File: config.mk
export PLATFORM = sky130hd
export DESIGN_NAME = pic_inta_sequencer
export DESIGN_NICKNAME = d
export VERILOG_FILES = /design/src/rtl/pic_inta_sequencer.sv
export SDC_FILE = /design/constraint.sdc
export NUM_CORES = 1
export LEC_CHECK = 0
export ABC_AREA = 1
export BUFFER_PORTS_ARGS = -buffer_cell sky130_fd_sc_hd__buf_2
export CAP_MARGIN = 20
export CORE_MARGIN = 10
export CORE_UTILIZATION = 46
export CTS_CLUSTER_SIZE = 8
export DETAILED_ROUTE_END_ITERATION = 8
export PLACE_DENSITY = 0.78
export SYNTH_ARGS = -nofsm -noshare
export SYNTH_HDL_FRONTEND = slang
export SYNTH_SLANG_ARGS = --single-unit
File: constraint.sdc
create_clock -name clk -period 1.6 [get_ports clk]
set_clock_uncertainty 0.05 [all_clocks]
set_input_delay 0.32 -clock clk [delete_from_list [all_inputs] [get_ports clk]]
set_output_delay 0.32 -clock clk [all_outputs]
set_load 0.1 [all_outputs]
File: src/rtl/pic_inta_sequencer.sv
// pic_inta_sequencer: 8259A-style interrupt sequencer. Picks the winning
// request against the in-service register, runs the two-pulse 8086 INTA
// handshake, drives the vector byte and owns the ISR including EOI handling.
module pic_inta_sequencer #(
  parameter logic [2:0] IDLE_VEC_SPURIOUS = 3'd7
) (
  input  logic       clk,
  input  logic       rst_n,
  input  logic [7:0] irr_pending,
  input  logic [7:0] imr,
  input  logic [4:0] vector_base,
  input  logic       aeoi,
  input  logic       inta_n,
  input  logic       eoi_valid,
  input  logic       eoi_specific,
  input  logic [2:0] eoi_level,
  output logic       int_out,
  output logic       inta_freeze,
  output logic [7:0] irr_clear,
  output logic [7:0] isr,
  output logic [7:0] data_out,
  output logic       data_oe
);

  typedef enum logic [2:0] {
    IDLE  = 3'd0,
    REQ   = 3'd1,
    ACK1  = 3'd2,
    WAIT2 = 3'd3,
    ACK2  = 3'd4
  } state_t;

  state_t     state_q, state_d;
  logic       inta_n_q;
  logic       int_q, int_d;
  logic       freeze_q, freeze_d;
  logic [7:0] irr_clear_q, irr_clear_d;
  logic [7:0] isr_q, isr_d;
  logic [7:0] data_q, data_d;
  logic       oe_q, oe_d;
  logic [2:0] win_q, win_d;
  logic       spur_q, spur_d;

  logic       fall, rise;
  logic [7:0] allow;
  logic [7:0] eligible;
  logic [2:0] winner;
  logic [7:0] isr_set;
  logic [7:0] isr_clr;

  assign fall = inta_n_q & ~inta_n;
  assign rise = ~inta_n_q & inta_n;

  // A request may only preempt if it is strictly higher priority than every
  // level already in service, i.e. below the lowest set ISR bit.
  genvar gi;
  generate
    for (gi = 0; gi < 8; gi++) begin : g_allow
      assign allow[gi] = ~|isr_q[gi:0];
    end
  endgenerate

  assign eligible = irr_pending & ~imr & allow;

  // Fixed priority encoder, IR0 highest.
  always_comb begin
    winner = 3'd0;
    for (int i = 7; i >= 0; i--) begin
      if (eligible[i]) winner = i[2:0];
    end
  end

  // Next-state, handshake outputs and ISR update (set beats EOI clear).
  always_comb begin
    state_d     = state_q;
    int_d       = int_q;
    freeze_d    = freeze_q;
    irr_clear_d = 8'h00;
    data_d      = data_q;
    oe_d        = oe_q;
    win_d       = win_q;
    spur_d      = spur_q;
    isr_set     = 8'h00;
    isr_clr     = 8'h00;

    case (state_q)
      IDLE: begin
        if (|eligible) begin
          int_d   = 1'b1;
          state_d = REQ;
        end
      end
      REQ: begin
        if (fall) begin
          if (|eligible) begin
            win_d       = winner;
            spur_d      = 1'b0;
            isr_set     = 8'h01 << winner;
            irr_clear_d = 8'h01 << winner;
          end else begin
            win_d  = IDLE_VEC_SPURIOUS;
            spur_d = 1'b1;
          end
          freeze_d = 1'b1;
          int_d    = 1'b0;
          state_d  = ACK1;
        end else if (~|eligible) begin
          int_d   = 1'b0;
          state_d = IDLE;
        end
      end
      ACK1: begin
        if (rise) state_d = WAIT2;
      end
      WAIT2: begin
        if (fall) begin
          data_d  = {vector_base, win_q};
          oe_d    = 1'b1;
          state_d = ACK2;
        end
      end
      ACK2: begin
        if (rise) begin
          oe_d     = 1'b0;
          freeze_d = 1'b0;
          if (aeoi && !spur_q) isr_clr = 8'h01 << win_q;
          state_d  = IDLE;
        end
      end
      default: state_d = IDLE;
    endcase

    if (eoi_valid) begin
      if (eoi_specific) isr_clr = isr_clr | (8'h01 << eoi_level);
      else              isr_clr = isr_clr | (isr_q & (~isr_q + 8'd1));
    end

    isr_d = (isr_q & ~isr_clr) | isr_set;
  end

  // State and output registers; reset abandons any handshake in flight.
  always_ff @(posedge clk or negedge rst_n) begin
    if (!rst_n) begin
      state_q     <= IDLE;
      inta_n_q    <= 1'b1;
      int_q       <= 1'b0;
      freeze_q    <= 1'b0;
      irr_clear_q <= 8'h00;
      isr_q       <= 8'h00;
      data_q      <= 8'h00;
      oe_q        <= 1'b0;
      win_q       <= 3'd0;
      spur_q      <= 1'b0;
    end else begin
      state_q     <= state_d;
      inta_n_q    <= inta_n;
      int_q       <= int_d;
      freeze_q    <= freeze_d;
      irr_clear_q <= irr_clear_d;
      isr_q       <= isr_d;
      data_q      <= data_d;
      oe_q        <= oe_d;
      win_q       <= win_d;
      spur_q      <= spur_d;
    end
  end

  assign int_out     = int_q;
  assign inta_freeze = freeze_q;
  assign irr_clear   = irr_clear_q;
  assign isr         = isr_q;
  assign data_out    = data_q;
  assign data_oe     = oe_q;

endmodule

==> qor.yml <==
setup_path:
  crit_start: "isr[1]"
  path_max_fanout: 6
  cp-start-kind: "flop"
  worst_setup_path_end_kind: "flop"
  r2r_start: "isr[1]"
  path_class: "reg2reg"
  arrival_ns: 1.91
  required_ns: 1.77
synth:
  synth_largest_area_cell: "dfrtp_1"
  synth_area_um2: 1970
  ys_async_sr_fraction_pct: 100
  synth_area_leaders: "dfrtp_1, nand2_1, inv_1"
  synth_top_area_share_pct: 43.3
  synth_enable_flop_cells: 0
  ys_ff_latch: 35
  synth_warnings: 0
  synth_cells: 233
  ys_types: 37
  synth_flop_cell: "dfrtp_1"
  syn_area_per_cell_um2: 8.44
  seq_area_frac_synth_pct: 44.6
  synth_fp_nets: 263
clock_tree:
  cts_max_level: 2
  clock-root-buffer: "clkbuf_8"
  cts_tree: "yes"
  cts.clk_slew.worst_paths_ns: 0.07
  ctsLongestPathBuffers: 2
  clk_latency_ns: 0.29
  numCtsBuffers: 5
  cts_sinks: 35
power:
  p_int_w: 0.00271
  p_per_area_nw_per_um2: 2120
  power_w: 0.00611
  power_frac_comb_pct: 66.6
  power_frac_seq_pct: 22.7
  p_leak_nw: 1.53
  p_switching_w: 0.00340
  vdd_ir_drop_max_v: 0.00147
  clockPowerShare_pct: 10.7
  switching_share_pct: 55.7
timing:
  setup_viol: 21
  fin_tns_setup_ns: -1.27
  hold_violations: 0
  fmax_mhz: 575
  relSlewSlack_pct: 63.9
  fin_crit_sh_pct: 109
  layout_min_cycle_time_ns: 1.74
  fin_ws_ns: -0.140
  tightest_slew_ns: 0.534
  rsz0062_at_grt: "yes"
  drv_slew: 0
finish:
  fin_util_pct: 71.1
  finalNetCount: 359
  area_growth_pct: 46.8
  final_layout_size_suffix_gt1_share_pct: 50.6
  antenna_cells: 0
  fillers: 305
routing:
  drt_iter0_drc: 100
  postRouteAntennaNets: 0
  routedWlPerCell_um: 15.2
  routed_via_density: 5.21
  drc: 0
  drt-total-wl_um: 5780
  first_pass_iters: 4
  routed-via-count: 1979
outcome:
  status: "complete, but fails checks"
  violations: "negative setup slack"
floorplanning:
  start_util_pct: 48.5
  die_w_um: 85.4
  num_rows: 23
  ios: 57
  die_area_um2: 7290
  coreArea_um2: 4060
  die_h_um: 85.4
global_routing:
  grt.total_usage_pct: 15.8
  grt_pass1_vias: 2094
  antenna_found_initial: 0
  grt_max_degree: 19
  grt_pass1_wl_um: 9490
  grt_overflow_total: 0
worst_hold_path:
  min-delay-start: "inta_n"
  hold_class: "in2reg"
placed_design:
  hpwl_um: 4500
  gp_congestion: 0.863
  portBuffers: 56
flow_run:
  maxCapViolations: 0
## cells in the mapped netlist, types with 2 or more instances
| cell | n |
|---|---|
| a21oi_1 | 2 |
| a21oi_4 | 2 |
| a31oi_1 | 2 |
| dfrtp_1 | 34 |
| inv_1 | 29 |
| inv_2 | 2 |
| mux2_1 | 2 |
| mux2_2 | 3 |
| nand2_1 | 53 |
| nand2_2 | 7 |
| nand2_4 | 4 |
| nand3_1 | 14 |
| nand3_2 | 2 |
| nand4_1 | 8 |
| nor2_1 | 23 |
| nor2_2 | 5 |
| nor2_4 | 3 |
| nor3_2 | 2 |
| o211ai_1 | 2 |
| o21ai_0 | 12 |
| o311ai_0 | 6 |
## area by class of cell
cell class,instances,area [um^2],area share (%)
Clock inverter,1,5.00,0.173
Tap cell,50,62.6,2.17
Inverter,31,121,4.20
Timing Repair Buffer,91,588,20.4
Sequential cell,35,907,31.4
Multi-Input combinational cell,165,1120,38.7
Clock buffer,7,86.3,2.99
## logic make-up (layout without fill, tap and decap cells)
group | after synthesis | in the layout | synth area share, %
mux | 5 | 5 | 2.86
buf+inv | 33 | 130 | 6.36
compound gates | 32 | 32 | 12.1
flops | 35 | 35 | 44.6
simple gates | 128 | 128 | 34.1
## sequential cells by signal, summed over array words and instances (netlist names)
signal	count
int_out	1
state_q	3
irr_clear	8
inta_freeze	1
data_out	8
isr	8
data_oe	1
win_q	3
inta_n_q	1
spur_q	1
## layer usage
layer	global-route usage (%)	vias to the layer above	wire, um
met1	16.3	916	2210
met4	7.19	0	125
li1	-	964	-
met5	0	-	0
met2	27.9	86	2920
met3	5.54	13	523
## power by group through the flow
stage,clock [W],combinational [W],sequential (W)
finish,0.000652,0.00407,0.00139
global route,0.000696,0.00434,0.00142
global placement,0,0.00362,0.00139
detailed placement,0,0.00366,0.00140
CTS,0.000664,0.00385,0.00138
floorplan,0,0.00142,0.00275
## cells in the final DEF, fill, tap and decap left out, drive strengths merged
| master | n |
|---|---|
| dfstp | 1 |
| o21bai | 1 |
| dfrtp | 34 |
| o21ai | 12 |
| a31oi | 2 |
| nor2 | 32 |
| a22oi | 1 |
| nand3 | 16 |
| or2 | 1 |
| buf | 89 |
| nand4 | 8 |
| o32ai | 1 |
| dlygate4sd3 | 1 |
| a21bo | 1 |
| inv | 31 |
| nor3 | 3 |
| nor4 | 1 |
| o21a | 1 |
| o41ai | 1 |
| a21oi | 4 |
| o211ai | 2 |
| and2 | 1 |
| mux2 | 5 |
| nand3b | 2 |
| clkinv | 1 |
| nand2 | 64 |
| clkbuf | 8 |
| o311ai | 6 |
## final timing paths
check                               endpoint  slack, ns  cells after the start
min in group asynchronous       irr_clear[7]       0.47                      2
max in group asynchronous           inta_n_q       0.51                      3
worst max register to register        isr[3]      -0.14                      9
worst min register to register       int_out       0.43                      2
worst min-delay path                inta_n_q       0.13                      1
worst max-delay path                  isr[3]      -0.14                      9
## repair_timing
item / 4_1_cts / 5_1_grt
hold buffers: 1 / 0
setup buffers: 4 / 2
pin swaps: 9 / 10
endpoints found under the hold margin: 17 / 0
gates resized for setup: 11 / 19
setup endpoints to repair: 20 / 27
## worst max-delay path, cell delays in order, from the launching register on
cell     delay [ns]
dfrtp_4        0.50
nor2_4         0.20
nand2_2        0.09
inv_2          0.09
nand2_2        0.08
nand2_4        0.12
inv_4          0.06
a21oi_4        0.20
nand4_1        0.17
nand2_1        0.10
## metrics by stage
step / hold WS (ns) / setup WS, ns / area, um^2 / instances
6_report: 0.125 / -0.140 / 2890 / 380
5_1_grt: 0.113 / -0.235 / 2890 / 380
4_1_cts: 0.111 / -0.118 / 2800 / 378
3_5_place_dp: 0.238 / -0.113 / 2630 / 365
3_3_place_gp: 0.227 / -0.0497 / 2630 / 365
2_1_floorplan: -0.0256 / -0.0727 / 2050 / 233
(Power assumes the default switching activity.)
